File: config.mk
export PLATFORM = sky130hd
export DESIGN_NAME = bram_stream_reader
export DESIGN_NICKNAME = d
export VERILOG_FILES = /design/src/rtl/bram_stream_reader.sv
export SDC_FILE = /design/constraint.sdc
export NUM_CORES = 1
export LEC_CHECK = 0
export CELL_PAD_IN_SITES_DETAIL_PLACEMENT = 1
export CELL_PAD_IN_SITES_GLOBAL_PLACEMENT = 2
export CORE_ASPECT_RATIO = 1.1
export CORE_MARGIN = 1
export CORE_UTILIZATION = 34
export CTS_BUF_LIST = sky130_fd_sc_hd__clkbuf_2
export DETAILED_ROUTE_END_ITERATION = 7
export PLACE_DENSITY = 0.82
export SLEW_MARGIN = 40
export SYNTH_ARGS = -nofsm -noshare
export SYNTH_HDL_FRONTEND = slang
export SYNTH_HIERARCHICAL = 1
export SYNTH_SLANG_ARGS = --single-unit
File: constraint.sdc
create_clock -name clk -period 6.02 [get_ports clk]
set_input_delay 1.204 -clock clk [delete_from_list [all_inputs] [get_ports clk]]
set_output_delay 1.204 -clock clk [all_outputs]
set_load 0.02 [all_outputs]
File: src/rtl/bram_stream_reader.sv
// Purpose: streams a burst of 64-bit words from a block RAM onto a valid/ready output stream.
// Latency: first m_valid two cycles after busy rises; one beat per cycle when m_ready is held high.
// Backpressure: m_ready low stops RAM reads once the 2-entry output buffer plus in-flight read is full.
//
// Ports:
//   clk, rst                 single clock, synchronous active-high reset
//   start, base_addr, len    burst request (byte address, 64-bit word count), sampled in IDLE only
//   busy, done               busy while a burst runs; done pulses with the final handshake
//                            (or one cycle after a zero-length start)
//   bram_raddr, bram_rdata   RAM read port, data valid one clk after the address is sampled
//   m_valid, m_ready,
//   m_data, m_last           output stream; m_last marks the final beat of the burst

// Small synchronous FIFO with simultaneous push/pop and an occupancy count.
// Head data is presented combinationally from storage; push into a full FIFO
// is only honoured when a pop frees a slot in the same cycle.
module bram_stream_reader_fifo #(
  parameter  int W     = 64,
  parameter  int DEPTH = 2,
  localparam int PW    = (DEPTH > 1) ? $clog2(DEPTH) : 1,
  localparam int CW    = $clog2(DEPTH + 1)
) (
  input  logic          clk,
  input  logic          rst,
  input  logic          push,
  input  logic [W-1:0]  push_dat,
  input  logic          pop,
  output logic [W-1:0]  head_dat,
  output logic [CW-1:0] count
);

  logic [W-1:0]  mem [DEPTH];
  logic [PW-1:0] wr_ptr;
  logic [PW-1:0] rd_ptr;
  logic          do_push;
  logic          do_pop;

  function automatic logic [PW-1:0] ptr_next(input logic [PW-1:0] p);
    return (p == PW'(DEPTH - 1)) ? '0 : p + PW'(1);
  endfunction

  assign do_pop   = pop && (count != '0);
  assign do_push  = push && ((count != CW'(DEPTH)) || do_pop);
  assign head_dat = mem[rd_ptr];

  always_ff @(posedge clk) begin
    if (rst) begin
      // Storage is cleared too so the head reads as zero after reset.
      for (int i = 0; i < DEPTH; i++) begin
        mem[i] <= '0;
      end
      wr_ptr <= '0;
      rd_ptr <= '0;
      count  <= '0;
    end else begin
      if (do_push) begin
        mem[wr_ptr] <= push_dat;
        wr_ptr      <= ptr_next(wr_ptr);
      end
      if (do_pop) begin
        rd_ptr <= ptr_next(rd_ptr);
      end
      count <= count + CW'(do_push) - CW'(do_pop);
    end
  end

endmodule

module bram_stream_reader #(
  parameter int ADDR_STEP = 8,
  parameter int LEN_W     = 16
) (
  input  logic             clk,
  input  logic             rst,
  input  logic             start,
  input  logic [31:0]      base_addr,
  input  logic [LEN_W-1:0] len,
  output logic             busy,
  output logic             done,
  output logic [31:0]      bram_raddr,
  input  logic [63:0]      bram_rdata,
  output logic             m_valid,
  input  logic             m_ready,
  output logic [63:0]      m_data,
  output logic             m_last
);

  typedef enum logic {
    IDLE = 1'b0,
    RUN  = 1'b1
  } state_t;

  state_t           state;
  logic [31:0]      addr_q;      // next RAM read address
  logic [LEN_W-1:0] rem_q;       // reads still to issue
  logic [LEN_W-1:0] len_q;       // burst length latched at start
  logic [LEN_W-1:0] beats_q;     // beats already handed downstream
  logic             inflight_q;  // a read was issued last cycle; its data is on bram_rdata now
  logic             zero_done_q; // zero-length request completes one cycle after start

  logic       pop;
  logic       last_hs;
  logic       issue;
  logic [1:0] fifo_count;
  logic [2:0] occ;

  assign pop     = m_valid && m_ready;
  assign last_hs = pop && m_last;

  // Slots committed after this cycle: buffered + arriving - leaving. A read is
  // only issued when that leaves room for its data next cycle, so the FIFO
  // can never overflow even if m_ready drops.
  assign occ   = {1'b0, fifo_count} + {2'b00, inflight_q} - {2'b00, pop};
  assign issue = (state == RUN) && (rem_q != '0) && (occ < 3'd2);

  bram_stream_reader_fifo #(
    .W     (64),
    .DEPTH (2)
  ) u_fifo (
    .clk      (clk),
    .rst      (rst),
    .push     (inflight_q),
    .push_dat (bram_rdata),
    .pop      (pop),
    .head_dat (m_data),
    .count    (fifo_count)
  );

  assign m_valid    = (fifo_count != '0);
  assign bram_raddr = addr_q;
  assign busy       = (state == RUN);
  // Beat counter only moves on a handshake, so m_last is stable while stalled.
  assign m_last     = m_valid && (state == RUN) && (beats_q == len_q - LEN_W'(1));
  assign done       = zero_done_q || ((state == RUN) && last_hs);

  always_ff @(posedge clk) begin
    if (rst) begin
      state       <= IDLE;
      addr_q      <= '0;
      rem_q       <= '0;
      len_q       <= '0;
      beats_q     <= '0;
      inflight_q  <= 1'b0;
      zero_done_q <= 1'b0;
    end else begin
      zero_done_q <= 1'b0;
      inflight_q  <= issue;
      case (state)
        IDLE: begin
          if (start) begin
            if (len == '0) begin
              // Nothing to read: leave the address counter untouched.
              zero_done_q <= 1'b1;
            end else begin
              state   <= RUN;
              addr_q  <= base_addr;
              rem_q   <= len;
              len_q   <= len;
              beats_q <= '0;
            end
          end
        end
        RUN: begin
          if (issue) begin
            addr_q <= addr_q + 32'(ADDR_STEP);
            rem_q  <= rem_q - LEN_W'(1);
          end
          if (pop) begin
            beats_q <= beats_q + LEN_W'(1);
          end
          if (last_hs) begin
            state <= IDLE;
          end
        end
        default: state <= IDLE;
      endcase
    end
  end

endmodule

==> insert_results.sql <==
INSERT INTO impl_metrics (metric_group, metric, value, unit) VALUES
('critical_path', 'crit_chain', 'inv_1, ha_1, nor4b_1, xnor2_1, a31oi_1, a311oi_1, and4_4, a21o_1, clkdlybuf4s50_1', ''),
('global_route', 'grt_antenna_before_repair', '2', ''),
('placed_design', 'place.detailed.hpwl', '21.0', 'mm'),
('critical_path', 'cpPeakStageDelay', '0.63', 'ns'),
('synth', 'synth_mux_area_share', '6.80', '%'),
('synth', 'yosys.area.top_type', 'edfxtp_1', ''),
('final_layout', 'syn2layout_area_growth', '27.4', '%'),
('final_layout', 'final_area', '13900', 'um2'),
('power', 'leakagePower', '0.00500', 'uW'),
('synth', 'post_synth_fa_ha_maj_area_fraction', '0.988', '%'),
('sta', 'slew_headroom', '46.5', '%'),
('floorplanning', 'die_h', '190', 'um'),
('critical_path', 'rrSetupSlack', '2.47', 'ns'),
('sta', 'hold_viol_final', '0', ''),
('floorplanning', 'floorplan.initialDensity', '34.6', '%'),
('critical_path', 'startpoint', 'len_q[0]$_SDFFE_PP0P_', ''),
('drt', 'count_of_antenna_violating_nets_left_after_detailed_routing', '0', ''),
('global_route', 'grt_use_met3', '3.96', '%'),
('floorplanning', 'core', '31500', 'um2'),
('synth', 'ys_seq_area_share', '51.5', '%'),
('synth', 'yosys.cell_count.top_type', 'and2_1', ''),
('critical_path', 'critical_path.endpoint_type', 'primary output', ''),
('power', 'comb_power_share', '20.3', '%'),
('critical_path', 'path_class', 'reg2out', ''),
('clocking', 'cts-htree-levels', '2', ''),
('global_route', 'routing_layer_with_the_top_usage_in_global_route', 'met2', ''),
('clocking', 'hold_buffers', '0', ''),
('clocking', 'ctsResizeCount', '0', ''),
('synth', 'synth.cell_area', '10900', 'um2'),
('drt', 'drt_iter0_drc', '413', ''),
('clocking', 'ctsLongestPathBuffers', '3', ''),
('drt', 'finalWirelength', '31.3', 'mm'),
('global_route', 'grt_max_degree', '76', ''),
('drt', 'routedWlPerCell', '18.2', 'um'),
('synth', 'async_flop_share', '0', '%'),
('clocking', 'clock_tree.root_cell', 'clkbuf_2', ''),
('outcome', 'run_status', 'complete, no violations', ''),
('drt', 'first_pass_iters', '4', ''),
('global_route', 'first_global_vias', '9100', ''),
('sta', 'setup_viol', '0', ''),
('sta', 'slew_violations', '0', ''),
('critical_path', 'crit-reg2reg-capture', 'rem_q[9]$_SDFFE_PP0P_', ''),
('clocking', 'clock_tree_from_tritoncts', 'yes', ''),
('global_route', 'gr-usage-met1', '25.1', '%'),
('placed_design', 'io_buffers', '215', ''),
('synth', 'synthesis.yosys.warnings', '6', ''),
('global_route', 'grt_usage', '19.1', '%'),
('final_layout', 'fillers', '3519', ''),
('critical_path', 'standard_cell_with_the_maximum_stage_delay_on_the_critical_path', 'clkdlybuf4s50_1', ''),
('sta', 'worstMarginPinSlew', '0.803', 'ns'),
('drt', 'vias_per_cell', '5.16', ''),
('critical_path', 'critical_path.endpoint', 'done', ''),
('sta', 'min_period', '5.12', 'ns'),
('synth', 'synth.distinct_cells', '74', ''),
('power', 'switching_share', '30.7', '%'),
('power', 'clock_power_share', '29.7', '%'),
('sta', 'rsz0062_at_grt', 'no', ''),
('synth', 'synth_xor_xnor_area_share', '2.73', '%'),
('synth', 'netlist_instances', '1045', ''),
('synth', 'synth_top_family_by_area', 'simple AND/OR/NAND/NOR gates', ''),
('floorplanning', 'io_pins', '216', ''),
('floorplanning', 'cell_rows', '68', ''),
('sta', 'final_min_period_over_clock_period', '85.1', '%'),
('placed_design', 'place_congestion', '0.785', ''),
('critical_path', 'r2r.worst_path.cells', '11', ''),
('power', 'p_sw', '1070', 'uW'),
('critical_path', 'startpoint_type', 'register', ''),
('synth', 'simple_gate_portion_of_the_synthesized_area', '22.3', '%'),
('clocking', 'cts_num_sinks', '216', ''),
('final_layout', 'post_route_cells_drive_above_1_share', '15.4', '%'),
('flow_run', 'maxCapViolCount', '0', '');
==> logic make-up after synthesis <==
group	count (synthesis)
AO/OA/AOI/OAI	200
XOR/XNOR	34
adder cells (fa/ha/maj)	8
buffers and inverters	82
flip-flops	216
multiplexers	66
AND/OR/NAND/NOR	439
==> area by class of cell <==
type / count / area (um2) / share of cell area [%]
Sequential cell: 216 / 5610 / 40.4
Clock inverter: 11 / 67.6 / 0.487
Timing Repair Buffer: 230 / 2310 / 16.6
Tap cell: 420 / 526 / 3.79
Clock buffer: 86 / 430 / 3.10
Inverter: 12 / 45.0 / 0.325
Antenna cell: 1 / 2.50 / 0.0180
Multi-Input combinational cell: 747 / 4880 / 35.2
==> cells in the final DEF, fill, tap and decap left out, types with 7 or more instances in the layout <==
| master | instances |
|---|---|
| a211oi_1 | 18 |
| xnor2_1 | 24 |
| o32ai_1 | 10 |
| edfxtp_1 | 128 |
| or2_2 | 7 |
| nor2_1 | 50 |
| o22ai_1 | 10 |
| nand2_1 | 115 |
| and3_1 | 8 |
| mux2_2 | 64 |
| buf_4 | 11 |
| dfxtp_1 | 86 |
| inv_1 | 12 |
| xor2_1 | 10 |
| nor3_1 | 24 |
| a21oi_1 | 78 |
| and2_1 | 134 |
| o21ai_0 | 33 |
| ha_1 | 7 |
| clkbuf_2 | 86 |
| nand3_1 | 27 |
| clkdlybuf4s50_1 | 214 |
| nor4_1 | 17 |
| clkinv_1 | 9 |
| nand4_1 | 9 |
| nor2b_1 | 9 |
==> metal layers <==
layer  vias to the layer above  wire length [um]
li1                       4256                 -
met1                      4303             14300
met2                       257             14500
met3                        71              1710
met4                         2               726
met5                         -                 9
==> flip-flops by register name (all words and copies together), names as in the netlist, named ones only <==
signal         count
u_fifo/mem       128
len_q             16
zero_done_q        1
rem_q             16
beats_q           16
inflight_q         1
busy               1
bram_raddr        32
u_fifo/count       2
u_fifo/rd_ptr      1
u_fifo/wr_ptr      1
==> how the worst min path moves through the flow <==
stage	from	to	slack (ns)	depth (start not counted)
floorplan	len_q[15]$_SDFFE_PP0P_	len_q[15]$_SDFFE_PP0P_	0.45	2
global placement	bram_raddr[1]$_SDFFE_PP0P_	bram_raddr[1]$_SDFFE_PP0P_	0.45	2
detailed placement	bram_raddr[0]$_SDFFE_PP0P_	bram_raddr[0]$_SDFFE_PP0P_	0.45	2
CTS	bram_raddr[1]$_SDFFE_PP0P_	bram_raddr[1]$_SDFFE_PP0P_	0.48	2
global route	bram_raddr[0]$_SDFFE_PP0P_	bram_raddr[0]$_SDFFE_PP0P_	0.50	2
finish	bram_raddr[0]$_SDFFE_PP0P_	bram_raddr[0]$_SDFFE_PP0P_	0.47	2
==> critical path: cells and delay by family, from the launching register on <==
family	cells	cell delay, ns
AOI/OAI and AO/OA	3	0.58
xor gates and xnor gates	1	0.19
adders and majority gates	1	0.29
buffers and inverters	2	0.70
DFF	1	0.36
and+or+nand+nor	2	0.91
==> stage by stage <==
stage | utilization (%) | instances | power (uW) | hold slack [ns] | worst slack (ns)
floorplan | - | 1045 | 2170 | 0.450 | 0.811
global placement | 42.3 | 1623 | 2460 | 0.447 | 1.53
detailed placement | 42.5 | 1625 | 2490 | 0.455 | 1.44
CTS | 44.0 | 1722 | 3550 | 0.480 | 0.782
global route | 44.1 | 1723 | 3680 | 0.499 | 0.639
finish | 44.1 | 1723 | 3480 | 0.472 | 0.899
==> power by group through the flow <==
| stage | combinational, uW | sequential (uW) | clock (uW) |
|---|---|---|---|
| global placement | 695 | 1770 | 0 |
| global route | 763 | 1760 | 1160 |
| floorplan | 394 | 1780 | 0 |
| finish | 706 | 1740 | 1040 |
| CTS | 716 | 1740 | 1090 |
| detailed placement | 713 | 1780 | 0 |
Note: power is estimated with default switching activity, not from simulation.
